### config.mk
export PLATFORM = sky130hd
export DESIGN_NAME = disp_scan_mux
export DESIGN_NICKNAME = d
export VERILOG_FILES = /design/src/rtl/disp_scan_mux.sv
export SDC_FILE = /design/constraint.sdc
export NUM_CORES = 1
export LEC_CHECK = 0
export BUFFER_PORTS_ARGS = -buffer_cell sky130_fd_sc_hd__buf_2
export CAP_MARGIN = 15
export CORE_MARGIN = 2
export CORE_UTILIZATION = 50
export DETAILED_ROUTE_END_ITERATION = 10
export GPL_TIMING_DRIVEN = 0
export PLACE_DENSITY_LB_ADDON = 0.1
export SLEW_MARGIN = 5
export SYNTH_ARGS = -nofsm -noshare
export SYNTH_HDL_FRONTEND = slang
export SYNTH_SLANG_ARGS = --single-unit
### constraint.sdc
create_clock -name clk -period 2.01 [get_ports clk]
set_clock_uncertainty 0.1 [all_clocks]
set_input_delay 0.402 -clock clk [delete_from_list [all_inputs] [get_ports clk]]
set_output_delay 0.402 -clock clk [all_outputs]
set_load 0.02 [all_outputs]
### src/rtl/disp_scan_mux.sv
// Four-digit common-anode seven-segment scan driver with frame-synchronous value commit.
// Optional leading-zero suppression is compiled in with DISP_LZ_BLANK_EN.
module disp_scan_mux #(
   parameter int DIV_W = 16,
   parameter int GUARD = 4
) (
   input  logic        clk,
   input  logic        reset,
   input  logic [15:0] value,
   input  logic        load,
   input  logic [3:0]  digit_en,
   output logic [3:0]  D,
   output logic [3:0]  an,
   output logic        frame_start
);

   localparam logic [DIV_W-1:0] GUARD_C = DIV_W'(GUARD);

   logic [DIV_W-1:0] cnt;
   logic [1:0]       idx;
   logic [15:0]      pending;
   logic             pendingValid;
   logic [15:0]      shadow;
   logic             tick;
   logic             commit;
   logic [3:0]       show;

   assign tick   = &cnt;
   assign commit = tick && (idx == 2'd3);

`ifdef DISP_LZ_BLANK_EN
   // A digit is blank only when it and every more significant digit are zero.
   assign show[3] = digit_en[3] && (shadow[15:12] != 4'h0);
   assign show[2] = digit_en[2] && (shadow[15:8]  != 8'h00);
   assign show[1] = digit_en[1] && (shadow[15:4]  != 12'h000);
   assign show[0] = digit_en[0];
`else
   assign show = digit_en;
`endif

   always_ff @(posedge clk) begin
      if (reset) begin
         cnt          <= '0;
         idx          <= 2'd0;
         pending      <= 16'h0000;
         pendingValid <= 1'b0;
         shadow       <= 16'h0000;
         D            <= 4'h0;
         an           <= 4'b1111;
         frame_start  <= 1'b0;
      end else begin
         cnt <= cnt + 1'b1;
         if (tick)
            idx <= idx + 2'd1;

         // A load on the commit tick bypasses pending so it still lands in the next frame.
         if (commit) begin
            if (load)
               shadow <= value;
            else if (pendingValid)
               shadow <= pending;
            pendingValid <= 1'b0;
         end else if (load) begin
            pending      <= value;
            pendingValid <= 1'b1;
         end

         D <= shadow[{idx, 2'b00} +: 4];
         if ((cnt < GUARD_C) || !show[idx])
            an <= 4'b1111;
         else
            an <= ~(4'b0001 << idx);
         frame_start <= commit;
      end
   end

endmodule

==> flow_metrics.py, run 1 <==
metrics = {
    "status": {
        "status": "complete, but fails checks",
        "violations": "negative setup slack",
    },
    "sta": {
        "slew-limit-headroom_pct": 45.7,
        "tightest_slew_ps": 814,
        "period_minus_slack_ps": 2110,
        "fin_ws_ps": -96.0,
        "hold_viol": 0,
        "setup_viol": 29,
        "slew_violations": 0,
        "fmax_mhz": 475,
        "rsz0062_at_grt": "yes",
        "fin_crit_sh_pct": 105,
    },
    "floorplan": {
        "pin_count": 32,
        "start_util_pct": 52.3,
        "rows": 28,
        "die_height_um": 82.9,
        "dieWidth_um": 82.9,
        "core_um2": 5960,
        "dieArea_um2": 6870,
    },
    "global_route": {
        "antenna_found_initial": 0,
        "grt.overflow.total": 0,
        "grt_max_degree": 12,
        "grtUsageTotal_pct": 24.2,
        "grt_first_pass_wirelength_mm": 13.5,
        "first_global_vias": 2608,
    },
    "layout": {
        "mostFrequentLayoutCells": "dfxtp_1 (53), nand2_1 (43), buf_2 (32)",
        "n_fill_cell": 516,
        "final_core_util_pct": 64.2,
        "drive_above_1_share_pct": 23.4,
        "nets": 442,
        "final_common_cell": "dfxtp_1",
        "syn2layout_area_growth_pct": 22.8,
        "diodes": 0,
    },
    "critical_path": {
        "cp_max_fo": 10,
        "critPathLaunchType": "flop",
        "cp-end-kind": "flop",
        "cp.required_ps": 2190,
        "arrival_ps": 2290,
        "critPathKind": "flop to flop",
    },
    "logic_synthesis": {
        "yosysSeqAreaShare_pct": 38.6,
        "yosysWarningCount": 0,
        "syn_area_per_cell_um2": 8.48,
        "synth_seq_cells": 60,
        "synthDistinctLibCells": 36,
        "synthCells": 367,
        "syn_nets": 395,
        "syn_area_um2": 3110,
        "async_flop_share_pct": 0,
        "synth-edff-count": 0,
        "synth-main-ff-cell": "dfxtp_1",
    },
    "routing": {
        "drt_drc_violations_left": 0,
        "detail_route.iter0.violations": 214,
        "drt.antenna.violating_nets": 0,
        "via_per_inst": 5.89,
        "wl_per_cell_um": 16.5,
        "dr.pass1.iters": 4,
        "via_count": 2909,
        "route.final.wire_length_mm": 8.17,
    },
    "pwr": {
        "power.density_nw_per_um2": 669,
        "power.total_uw": 2560,
        "ir_worst_vdd_mv": 0.642,
        "leakagePower_uw": 0.00150,
    },
    "run": {
        "cap_viol_max_count": 0,
    },
    "clock_network": {
        "cts_buffers": 9,
        "cts_root_buffer": "clkbuf_8",
        "cts.htree.levels": 3,
        "postCtsHoldBufs": 0,
        "tritoncts": "built",
        "clk-insertion-delay-late_ps": 340,
        "clockBufferDepth": 2,
        "clk_pin_slew_ps": 70,
        "cts_num_sinks": 60,
    },
    "min_path": {
        "hp-class": "input pin to flop",
    },
    "placement": {
        "place_congestion": 0.839,
        "post-place-ws_ps": -310,
        "port_buffers": 30,
        "dp_hpwl_mm": 5.46,
    },
}
-- layer usage --
| metal | track usage [%] | part of all wire, % |
|---|---|---|
| met5 | 0 | 0 |
| met4 | 6.71 | 1.4 |
| met3 | 6.46 | 5.2 |
| met2 | 35.3 | 46 |
| met1 | 35.2 | 48 |
-- metrics by stage --
| step | instances | TNS, ps | hold WS (ps) | instance area [um2] |
|---|---|---|---|---|
| 3_3_place_gp | 472 | -7260 | 348 | 3380 |
| 3_5_place_dp | 472 | -8100 | 351 | 3380 |
| 4_1_cts | 493 | -2420 | 305 | 3710 |
| 5_1_grt | 494 | -3790 | 322 | 3820 |
| 6_report | 494 | -1540 | 318 | 3820 |
| 2_1_floorplan | 367 | 0 | 332 | 3140 |
-- synthesized netlist by cell type, types with 2 or more instances --
cell      count  share of area, %
ha_1          5               2.0
or4_1         5               1.2
mux2i_1      16               5.1
o31ai_1       3              0.72
inv_1         6              0.72
dfxtp_1      60                39
or3_1         3              0.60
o41ai_1      16               4.5
nor3_1        4              0.64
nor2b_1      22               4.4
o21ai_1       4              0.64
o21ai_0      16               2.6
mux4_2        5               3.6
clkbuf_1     22               2.7
a21oi_1      22               3.5
nor3b_1      16               3.9
nor2_1       30               3.6
buf_2         4              0.64
nand3_1      22               3.5
or4b_1       16               5.1
nand2_1      43               5.2
xnor2_1       5               1.4
buf_1         4              0.48
xor2_1        2              0.56
nor4_1        5               1.0
-- final timing paths --
check / start / endpoint / slack, ps / cells after the start
max: cnt[0] / pending[12] / -100 / 6
min: value[3] / pending[3] / 320 / 5
max reg2reg: cnt[0] / pending[12] / -100 / 6
min reg2reg: cnt[11] / cnt[11] / 410 / 2
-- registers in the layout, summed over array words and instances, names as in the netlist --
name / flops
D: 4
idx: 2
shadow: 16
pending: 16
frame_start: 1
an: 4
pendingValid: 1
cnt: 16
-- worst max-delay path: stages (launching register included) --
cell and delay, ps:
dfxtp_2 350, ha_4 150, nand4_4 110, or4_4 590, buf_6 170, or4b_1 480, nand3_1 100
-- where the power goes --
group | internal [uW] | total (uW) | switching (uW)
clock network | 564 | 1070 | 501
registers | 1230 | 1250 | 26.8
logic | 97.7 | 238 | 140
total | 1890 | 2560 | 668
-- cell families (layout without fill, tap and decap cells) --
logic type / Yosys count / count (layout) / synth area share [%]
DFF: 60 / 60 / 38.6
and+or+nand+nor: 174 / 174 / 31.4
buffers and inverters: 37 / 89 / 4.66
adders and majority gates: 5 / 5 / 2.01
xor gates and xnor gates: 7 / 7 / 1.97
muxes: 22 / 22 / 9.12
AOI/OAI and AO/OA: 62 / 62 / 12.3
-- timing repair --
item | 4_1_cts | 5_1_grt
setup buffers | 4 | 1
gates cloned | 1 | 0
gates resized for setup | 23 | 33
setup endpoints to repair | 38 | 48
pin swaps | 5 | 1
-- cell type report --
class	count	area, um2	area share, %
clock buffer	9	124	3.24
clock inverter	7	67.6	1.77
inverter	6	22.5	0.589
buffer	31	158	4.12
timing repair buffer	36	195	5.10
tap	75	93.8	2.45
multi-input combinational	270	1950	51.1
sequential	60	1210	31.6
Power figures use the tool's default switching activity.
==> run 2: changes to the inputs <==
- GPL_TIMING_DRIVEN: 0 -> default
- clock period: 2.01 -> 2.1 ns (I/O delays scaled with it)
==> run 2 against run 1 <==
  * The run now ends clean
  * Count of clock-buffer cells in the layout rose by 4
  * Clock power fell by 15%
  * Cell count fell by 2.6%
  * Largest power group unchanged
  * Register-to-register slack improved by 190 ps
  * Critical path type unchanged
  * Worst hold slack improved by 32 ps
  * Wire length fell by 19%
  * First-iteration DRC count fell by 47%
==> flow_metrics.py, run 2 (same netlist as run 1, synthesis figures left out) <==
metrics = {
    "layout": {
        "final_core_util_pct": 62.1,
        "mostFrequentLayoutCells": "dfxtp_1 (57), nand2_1 (43), buf_2 (31)",
        "design_area_um2": 3700,
        "diodes": 0,
        "multi_input_area_um2": 1800,
        "n_fill_cell": 524,
        "syn2layout_area_growth_pct": 18.7,
        "top_regs": "cnt (16), pending (16), shadow (16)",
        "drive_above_1_share_pct": 20.0,
        "final_common_cell": "dfxtp_1",
        "nets": 430,
        "seqCellArea_um2": 1200,
    },
    "floorplan": {
        "pin_count": 32,
        "die_height_um": 82.9,
        "start_util_pct": 52.3,
        "dieWidth_um": 82.9,
        "core_um2": 5960,
        "dieArea_um2": 6870,
        "rows": 28,
    },
    "sta": {
        "tightest_slew_ps": 371,
        "period_minus_slack_ps": 2000,
        "slew-limit-headroom_pct": 75.0,
        "rsz0062_at_grt": "no",
        "tns_ps": 0,
        "slew_violations": 0,
        "fin_hold_ws_ps": 350,
        "fmax_mhz": 500,
        "fin_crit_sh_pct": 95.3,
        "hold_viol": 0,
        "setup_viol": 0,
    },
    "placement": {
        "dp_hpwl_mm": 4.28,
        "place_congestion": 0.781,
        "port_buffers": 31,
        "placed_area_um2": 3480,
    },
    "routing": {
        "route.final.wire_length_mm": 6.65,
        "drt.antenna.violating_nets": 0,
        "via_count": 2698,
        "dr.pass1.iters": 4,
        "wl_per_cell_um": 13.8,
        "detail_route.iter0.violations": 114,
        "via_per_inst": 5.61,
        "drt_drc_violations_left": 0,
    },
    "clock_network": {
        "cts.htree.levels": 3,
        "tritoncts": "built",
        "clk-insertion-delay-late_ps": 320,
        "clockBufferDepth": 2,
        "cts_root_buffer": "clkbuf_8",
        "cts_setup_buffers": 0,
        "postCtsHoldBufs": 0,
        "cts_buffers": 9,
        "clk_pin_slew_ps": 70,
        "cts_num_sinks": 60,
    },
    "critical_path": {
        "cp-end-kind": "flop",
        "ff2ff_setup_slack_ps": 100,
        "cp.required_ps": 2260,
        "arrival_ps": 2160,
        "cp_max_fo": 25,
        "r2r_cells": 5,
        "critPathLaunchType": "flop",
        "critPathKind": "flop to flop",
    },
    "global_route": {
        "first_global_vias": 2408,
        "grtUsageTotal_pct": 19.7,
        "grt_max_degree": 57,
        "grt.overflow.total": 0,
        "grt_first_pass_wirelength_mm": 11.3,
        "antenna_found_initial": 0,
    },
    "pwr": {
        "power.total_uw": 2310,
        "leakagePower_uw": 0.00143,
        "ir_worst_vdd_mv": 0.437,
        "power.density_nw_per_um2": 625,
    },
    "status": {
        "status": "finished, final reports clean",
    },
    "run": {
        "cap_viol_max_count": 0,
    },
    "min_path": {
        "hp-class": "input pin to flop",
        "hold_depth": 5,
    },
}
-- run 2: layer usage --
metal  share of wire (%)  vias to the layer above  wire (um)  track usage (%)
met5                   0                        -          0                0
met4                0.98                        0         65             7.60
met3                 3.6                        6        238             3.48
met2                  44                       50       2940             29.4
met1                  51                     1245       3410             28.5
li1                    -                     1397          -                -
-- run 2: through the flow --
stage               worst slack [ps]  instances
floorplan                       14.0        367
global placement                21.6        465
detailed placement             -30.1        465
CTS                             50.7        481
global route                    15.0        481
finish                          98.5        481
-- run 2: cell type report --
class / instances / share of cell area, %
multi-input combinational: 270 / 48.6
inverter: 6 / 0.609
sequential: 60 / 32.6
timing repair buffer: 55 / 11.1
clock buffer: 13 / 4.30
tap: 75 / 2.54
clock inverter: 2 / 0.271
-- run 2: timing repair --
item / in CTS / in global routing
hold endpoints to repair: 0 / 0
setup endpoints to repair: 19 / 6
gates cloned: 1 / 0
pin swaps: 1 / 0
gates resized for setup: 2 / 2
-- run 2: final timing paths --
| kind | from | end |
|---|---|---|
| setup / recovery | cnt[7] | pending[0] |
| hold reg to reg | cnt[15] | cnt[15] |
| setup reg to reg | cnt[7] | pending[0] |
| hold / removal | value[2] | pending[2] |
-- run 2: worst max-delay path: stages (launching register included) --
cell and delay (ps):
dfxtp_1 380, nand3_1 130, or4_4 570, buf_12 180, or4b_1 470, nand3_1 110
-- run 2: power breakdown --
part	internal (uW)	switching, uW
registers	1180	25.9
logic	98.3	105
clock network	483	421
total	1760	552
